**config.mk**
```make
export PLATFORM = sky130hd
export DESIGN_NAME = loader_wr_queue_flat
export DESIGN_NICKNAME = d
export VERILOG_FILES = /design/src/rtl/loader_wr_queue_pkg.sv /design/src/rtl/loader_wr_queue_if.sv /design/src/rtl/loader_wrq_fifo.sv /design/src/rtl/loader_wr_queue.sv /design/src/flat_wrapper.sv
export SDC_FILE = /design/constraint.sdc
export NUM_CORES = 1
export LEC_CHECK = 0
export CAP_MARGIN = 20
export CORE_UTILIZATION = 55
export CTS_CLUSTER_DIAMETER = 80
export CTS_CLUSTER_SIZE = 40
export DETAILED_ROUTE_END_ITERATION = 8
export GPL_TIMING_DRIVEN = 0
export PLACE_DENSITY = 0.75
export SETUP_SLACK_MARGIN = 0.05
export SYNTH_ARGS = -nofsm -noshare
export SYNTH_HDL_FRONTEND = slang
export SYNTH_SLANG_ARGS = --single-unit
```
**constraint.sdc**
```tcl
create_clock -name clk -period 14.95 [get_ports clk]
set_clock_uncertainty 0.05 [all_clocks]
set_input_delay 3.7375 -clock clk [delete_from_list [all_inputs] [get_ports clk]]
set_output_delay 3.7375 -clock clk [all_outputs]
set_load 0.01 [all_outputs]
```
**src/rtl/loader_wr_queue_pkg.sv**
```systemverilog
// Shared types and constants for the ROM-download write path.
package nes_loader_pkg;

    localparam int LOADER_AW = 22;

    typedef enum logic {
        IDLE  = 1'b0,
        ISSUE = 1'b1
    } wrq_state_t;

endpackage

```
**src/rtl/loader_wr_queue_if.sv**
```systemverilog
// Loader-side strobe inputs and SDRAM-side write outputs of the write queue.
interface loader_wr_queue_if
    import nes_loader_pkg::*;
#(
    parameter int AW = LOADER_AW
);
    logic          in_valid;
    logic [AW-1:0] in_addr;
    logic [7:0]    in_data;
    logic          out_we;
    logic [AW-1:0] out_addr;
    logic [7:0]    out_data;

    modport master (
        output in_valid, in_addr, in_data,
        input  out_we, out_addr, out_data
    );

    modport slave (
        input  in_valid, in_addr, in_data,
        output out_we, out_addr, out_data
    );
endinterface

```
**src/rtl/loader_wrq_fifo.sv**
```systemverilog
// Plain synchronous FIFO with push/pop strobes; pointers carry one extra wrap bit.
module loader_wrq_fifo #(
    parameter int DEPTH = 8,
    parameter int W     = 30,
    localparam int IW   = $clog2(DEPTH),
    localparam int PW   = IW + 1
) (
    input  logic          clk,
    input  logic          reset,
    input  logic          push,
    input  logic [W-1:0]  wdata,
    input  logic          pop,
    output logic [W-1:0]  rdata,
    output logic [PW-1:0] count
);
    logic [PW-1:0] wp_q, wp_d;
    logic [PW-1:0] rp_q, rp_d;
    logic [W-1:0]  mem_q [DEPTH];
    logic [W-1:0]  mem_d [DEPTH];

    always_comb begin
        wp_d  = wp_q;
        rp_d  = rp_q;
        mem_d = mem_q;
        if (push) begin
            mem_d[wp_q[IW-1:0]] = wdata;
            wp_d                = wp_q + PW'(1);
        end
        if (pop) begin
            rp_d = rp_q + PW'(1);
        end
    end

    always_ff @(posedge clk) begin
        if (reset) begin
            wp_q <= '0;
            rp_q <= '0;
        end else begin
            wp_q <= wp_d;
            rp_q <= rp_d;
        end
    end

    // Storage needs no reset: only slots between the pointers are ever read.
    always_ff @(posedge clk) begin
        mem_q <= mem_d;
    end

    assign rdata = mem_q[rp_q[IW-1:0]];
    assign count = wp_q - rp_q;

endmodule

```
**src/rtl/loader_wr_queue.sv**
```systemverilog
// Queues loader byte writes and replays each for one NES CE period from the CPU slot.
// Optional LOADER_WRQ_STATS_EN adds wr_count / wr_sum download-verification outputs.
module loader_wr_queue
    import nes_loader_pkg::*;
#(
    parameter int DEPTH = 8,
    parameter int AW    = LOADER_AW
) (
    input  logic               clk,
    input  logic               reset,
    loader_wr_queue_if.slave   bus,
    input  logic               slot,
    output logic               empty,
    output logic               full,
    output logic               overflow
`ifdef LOADER_WRQ_STATS_EN
    ,
    output logic [23:0]        wr_count,
    output logic [15:0]        wr_sum
`endif
);
    localparam int            PW      = $clog2(DEPTH) + 1;
    localparam logic [PW-1:0] DEPTH_C = PW'(DEPTH);

    logic [PW-1:0] count;
    logic [AW+7:0] head;
    logic          push;
    logic          pop;

    wrq_state_t    state_q, state_d;
    logic          out_we_q, out_we_d;
    logic [AW-1:0] out_addr_q, out_addr_d;
    logic [7:0]    out_data_q, out_data_d;
    logic          overflow_q, overflow_d;

    // Pop uses the registered count, so a strobe arriving in the slot cycle waits.
    assign pop  = slot && (count != '0);
    assign push = bus.in_valid && ((count < DEPTH_C) || pop);

    loader_wrq_fifo #(
        .DEPTH (DEPTH),
        .W     (AW + 8)
    ) u_fifo (
        .clk   (clk),
        .reset (reset),
        .push  (push),
        .wdata ({bus.in_addr, bus.in_data}),
        .pop   (pop),
        .rdata (head),
        .count (count)
    );

    always_comb begin
        state_d    = state_q;
        out_we_d   = out_we_q;
        out_addr_d = out_addr_q;
        out_data_d = out_data_q;
        overflow_d = overflow_q | (bus.in_valid & ~push);
        case (state_q)
            IDLE: begin
                out_we_d = 1'b0;
                if (pop) begin
                    state_d    = ISSUE;
                    out_we_d   = 1'b1;
                    out_addr_d = head[AW+7:8];
                    out_data_d = head[7:0];
                end
            end
            ISSUE: begin
                if (slot) begin
                    if (pop) begin
                        out_we_d   = 1'b1;
                        out_addr_d = head[AW+7:8];
                        out_data_d = head[7:0];
                    end else begin
                        state_d  = IDLE;
                        out_we_d = 1'b0;
                    end
                end
            end
            default: begin
                state_d  = IDLE;
                out_we_d = 1'b0;
            end
        endcase
    end

    always_ff @(posedge clk) begin
        if (reset) begin
            state_q    <= IDLE;
            out_we_q   <= 1'b0;
            out_addr_q <= '0;
            out_data_q <= '0;
            overflow_q <= 1'b0;
        end else begin
            state_q    <= state_d;
            out_we_q   <= out_we_d;
            out_addr_q <= out_addr_d;
            out_data_q <= out_data_d;
            overflow_q <= overflow_d;
        end
    end

    assign bus.out_we   = out_we_q;
    assign bus.out_addr = out_addr_q;
    assign bus.out_data = out_data_q;
    assign empty        = (count == '0) && (state_q == IDLE);
    assign full         = (count == DEPTH_C);
    assign overflow     = overflow_q;

`ifdef LOADER_WRQ_STATS_EN
    logic [23:0] wr_count_q, wr_count_d;
    logic [15:0] wr_sum_q, wr_sum_d;

    always_comb begin
        wr_count_d = wr_count_q;
        wr_sum_d   = wr_sum_q;
        if (pop) begin
            wr_count_d = wr_count_q + 24'd1;
            wr_sum_d   = wr_sum_q + {8'h00, head[7:0]};
        end
    end

    always_ff @(posedge clk) begin
        if (reset) begin
            wr_count_q <= '0;
            wr_sum_q   <= '0;
        end else begin
            wr_count_q <= wr_count_d;
            wr_sum_q   <= wr_sum_d;
        end
    end

    assign wr_count = wr_count_q;
    assign wr_sum   = wr_sum_q;
`endif

endmodule

```
**src/flat_wrapper.sv**
```systemverilog
// flat-port wrapper written by rule: the top's interface ports become plain ports
module loader_wr_queue_flat import nes_loader_pkg::*;
#(
    parameter int DEPTH = 8,
    parameter int AW    = LOADER_AW
)
  (clk, reset, slot, empty, full, overflow, bus_in_valid, bus_in_addr, bus_in_data, bus_out_we, bus_out_addr, bus_out_data);
  loader_wr_queue_if #(.AW(AW)) bus_i ();
  input  logic clk;
  input  logic reset;
  input  logic slot;
  output logic empty;
  output logic full;
  output logic overflow;
  input wire logic [$bits(bus_i.in_valid)-1:0] bus_in_valid;
  input wire logic [$bits(bus_i.in_addr)-1:0] bus_in_addr;
  input wire logic [$bits(bus_i.in_data)-1:0] bus_in_data;
  output wire logic [$bits(bus_i.out_we)-1:0] bus_out_we;
  output wire logic [$bits(bus_i.out_addr)-1:0] bus_out_addr;
  output wire logic [$bits(bus_i.out_data)-1:0] bus_out_data;
  assign bus_i.in_valid = bus_in_valid;
  assign bus_i.in_addr = bus_in_addr;
  assign bus_i.in_data = bus_in_data;
  assign bus_out_we = bus_i.out_we;
  assign bus_out_addr = bus_i.out_addr;
  assign bus_out_data = bus_i.out_data;
  loader_wr_queue #(.DEPTH(DEPTH), .AW(AW)) u_core (.clk(clk), .reset(reset), .bus(bus_i), .slot(slot), .empty(empty), .full(full), .overflow(overflow));
endmodule
```
==> run summary, run 1 <==
Final setup viols -> 0
Fin nets -> 683
Post-CTS Setup Repair Bufs -> 0
Most common cell in the synthesized netlist -> sky130_fd_sc_hd__edfxtp_1
Final critical path time including I/O delays and setup -> 6.95 ns
Average via count per standard cell -> 5.87
Final cycle utilization of the critical path -> 0.465
Clock share of power -> 0.221
Die Outline Area -> 20,500 um^2
Vert. Die Dim -> 143 um
Startpoint-to-endpoint class of the critical path -> flop to primary output
Die width -> 143 um
Worst slack after detailed placement -> 8.37 ns
H-tree Lvls -> 1
Cells taking the most area after synthesis -> sky130_fd_sc_hd__edfxtp_1 (66%), sky130_fd_sc_hd__mux4_2 (9.0%), sky130_fd_sc_hd__dfxtp_1 (7.5%)
Slew @ Worst Pin -> 1.00 ns
Tot GR Track Use -> 0.219
Layout cells sized above 1 -> 0.243
Placement Rows -> 51
Synth top cells by count -> sky130_fd_sc_hd__edfxtp_1 (240), sky130_fd_sc_hd__mux4_2 (44), sky130_fd_sc_hd__dfxtp_1 (41)
Max-Cap Viols -> 0
CTS clock-pin slew for the worst setup and hold paths -> 0.12 ns
# resized after CTS -> 0
Number of hold-slack violations in the final timing report -> 0
Arrival time reported for the critical path endpoint -> 3.16 ns
Diode insertion count for antenna repair -> 0
Number of antenna violations at the first check in global routing -> 0
Post-Syn Instances -> 532
Power density relative to cell area -> 161 nW/um^2
Share of flip-flops with an asynchronous set or reset -> 0
Fmax -> 144 MHz
Vias in the first global route -> 5,632
Share of the synthesized area in the top cell type -> 0.657
Share of power burned in registers -> 0.478
Kind of end point of the critical path -> primary output
Clock root buffer -> sky130_fd_sc_hd__clkbuf_16
WL final -> 21,400 um
Min-delay src -> u_core.overflow
DP Cell Count -> 893
Grt met3 use -> 0.0292
HPWL after detailed placement -> 14,500 um
Hold WC Path Type -> flop to flop
Final setup slack of the worst path -> 8.00 ns
Sink count of the clock tree -> 281
Number of warnings reported in the yosys synthesis log -> 0
Worst slew margin -> 0.326
# DRC -> 0
Max-slew violation count -> 0
LEAKAGE -> 0.00424 uW
Maximum vdd drop -> 0.137 mV
Detailed Routing Iterations Pass 1 -> 5
Crit Reg-Reg Startpoint -> u_core.u_fifo.rp_q[2]
Number of design-rule violations left by the first detailed-router iteration -> 423
Later-pin clock latency in the skew report -> 0.49 ns
Max Root-Sink Buffers -> 3
Aggregate global routing overflow -> 0
Area growth, synth to finish -> 16.8%
Critical path startpoint category -> flop
Synthesized net count -> 572
Internal Dissipation -> 1480 uW
Most utilized layer in the global route result -> met2
Met2 usage in global routing -> 0.367
Post-detailed-route wirelength per cell -> 23.4 um
Switching power of the nets -> 586 uW
Pin count of the biggest net entering global routing -> 41
Antenna Violating Nets Remaining -> 0
Library cell with the largest summed area after synthesis -> sky130_fd_sc_hd__edfxtp_1
Filler instances -> 1,330
Total standard cell area after synthesis -> 11,000 um^2
Global routing met1 resource utilization -> 0.304
Unrepaired setup endpoints after global routing -> false
Clock buffers created by TritonCTS -> 13
Worst Setup SP -> u_core.u_fifo.rp_q[2]
Sequential share of the synthesized area -> 0.732
Avg Cell Area, Syn -> 20.6 um^2
Count of hold-fix buffers inserted at cts -> 0
CTS tree -> done
Switching share of power -> 0.284
Post-synth top flop -> sky130_fd_sc_hd__edfxtp_1
I/O pin total -> 68
Flops & latches, synth -> 281
Number of enable flip-flop cells after synthesis -> 240
Total number of vias -> 5,367
Share of total power in combinational logic -> 0.302
Number of standard cells in the layout, taps in and fillers out -> 914
Maximum fanout count along the critical path -> 10
Count of port buffers added during placement -> 66
Wire length of the first global-routing pass -> 32,500 um
Placer Congestion -> 0.776
Effective utilization at floorplan -> 0.561
WP data required -> 11.16 ns
Netlist cell types -> 49
Total negative setup slack -> 0 ns
Core ar. -> 19,500 um^2
Status -> finished clean
==> sequential cells by signal (all words and copies together), names as in the netlist, named ones only <==
signal               cells
u_core.overflow          1
u_core.u_fifo.wp_q       4
u_core.bus.out_data      8
u_core.u_fifo.mem_q    240
u_core.u_fifo.rp_q       4
u_core.bus.out_we        1
u_core.bus.out_addr     22
==> area by class of cell <==
| class | count | area, um^2 | share of cell area |
|---|---|---|---|
| inverters | 8 | 30.0 | 0.00235 |
| clock buffers | 13 | 325 | 0.0254 |
| well taps | 265 | 332 | 0.0259 |
| plain buffers | 28 | 267 | 0.0208 |
| flip-flops and latches | 281 | 8030 | 0.627 |
| repair buffers | 96 | 977 | 0.0763 |
| multi-input cells | 215 | 2680 | 0.210 |
| clock inverters | 8 | 163 | 0.0127 |
==> power by group through the flow <==
stage	combinational (uW)	sequential (uW)	clock, uW
final	623	987	456
after CTS	633	987	468
after detailed placement	628	1010	0
after global placement	589	1010	0
after floorplan	388	1010	0
after global routing	668	995	490
==> final timing paths <==
path | endpoint | slack, ns | cells after the start
setup / recovery | empty | 8.00 | 8
setup reg to reg | u_core.u_fifo.mem_q[190] | 11.18 | 10
hold reg to reg | u_core.overflow | 0.40 | 2
hold / removal | u_core.overflow | 0.40 | 2
==> worst max-delay path, stage by stage (launching register included) <==
cell,delay (ns)
sky130_fd_sc_hd__dfxtp_1,0.33
sky130_fd_sc_hd__buf_2,0.25
sky130_fd_sc_hd__buf_2,0.32
sky130_fd_sc_hd__inv_1,0.08
sky130_fd_sc_hd__ha_1,0.35
sky130_fd_sc_hd__nand3b_1,0.24
sky130_fd_sc_hd__and3_4,0.26
sky130_fd_sc_hd__nor4_1,0.25
sky130_fd_sc_hd__clkdlybuf4s50_1,0.59
==> per-layer routing <==
metal,vias to the layer above,routed length (um)
li1,2354,-
met1,2807,9330
met2,169,10500
met3,37,950
met4,0,548
met5,-,0
==> cells by family after synthesis <==
logic type,Yosys count,synth area share
AOI/OAI and AO/OA,16,0.0105
xor gates and xnor gates,4,0.00320
adders and majority gates,6,0.00753
buffers and inverters,36,0.0271
DFF,281,0.732
muxes,123,0.190
and+or+nand+nor,66,0.0296
==> layout by cell type (no fill, tap or decap), drive strengths merged, types with 3 or more instances in the layout <==
master and instances:
a21oi 10, nor2 40, mux2i 32, mux4 60, nor3 3, clkinv 4, dfxtp 41, nand3 3
clkdlybuf4s50 66, buf 45, edfxtp 240, inv 11, ha 5, clkbuf 22, nor4 3, mux2 31
==> stage by stage <==
step           total power [uW]  area (um^2)  hold slack [ns]   util
6_report                   2070        12800            0.404  0.656
3_3_place_gp               1600        12000            0.384  0.612
2_1_floorplan              1400        11000            0.400      -
4_1_cts                    2090        12800            0.409  0.656
3_5_place_dp               1630        12300            0.392  0.631
5_1_grt                    2150        12800            0.425  0.656
(Power assumes the default switching activity.)
==> run 2, diff against run 1 <==
Clock period 14.95 ns to 6.7 ns, I/O delays scaled along.
==> results of run 2 <==
The final DEF is identical to that of run 1. Status: finished clean.
Main changes from that run: setup slack after placement 8.37 ns -> 2.18 ns; setup slack after layout 8.00 ns -> 1.82 ns; register-to-register setup slack 11.18 ns -> 2.93 ns; total power 2070 uW -> 4610 uW; worst IR drop on VDD 0.137 mV -> 0.306 mV
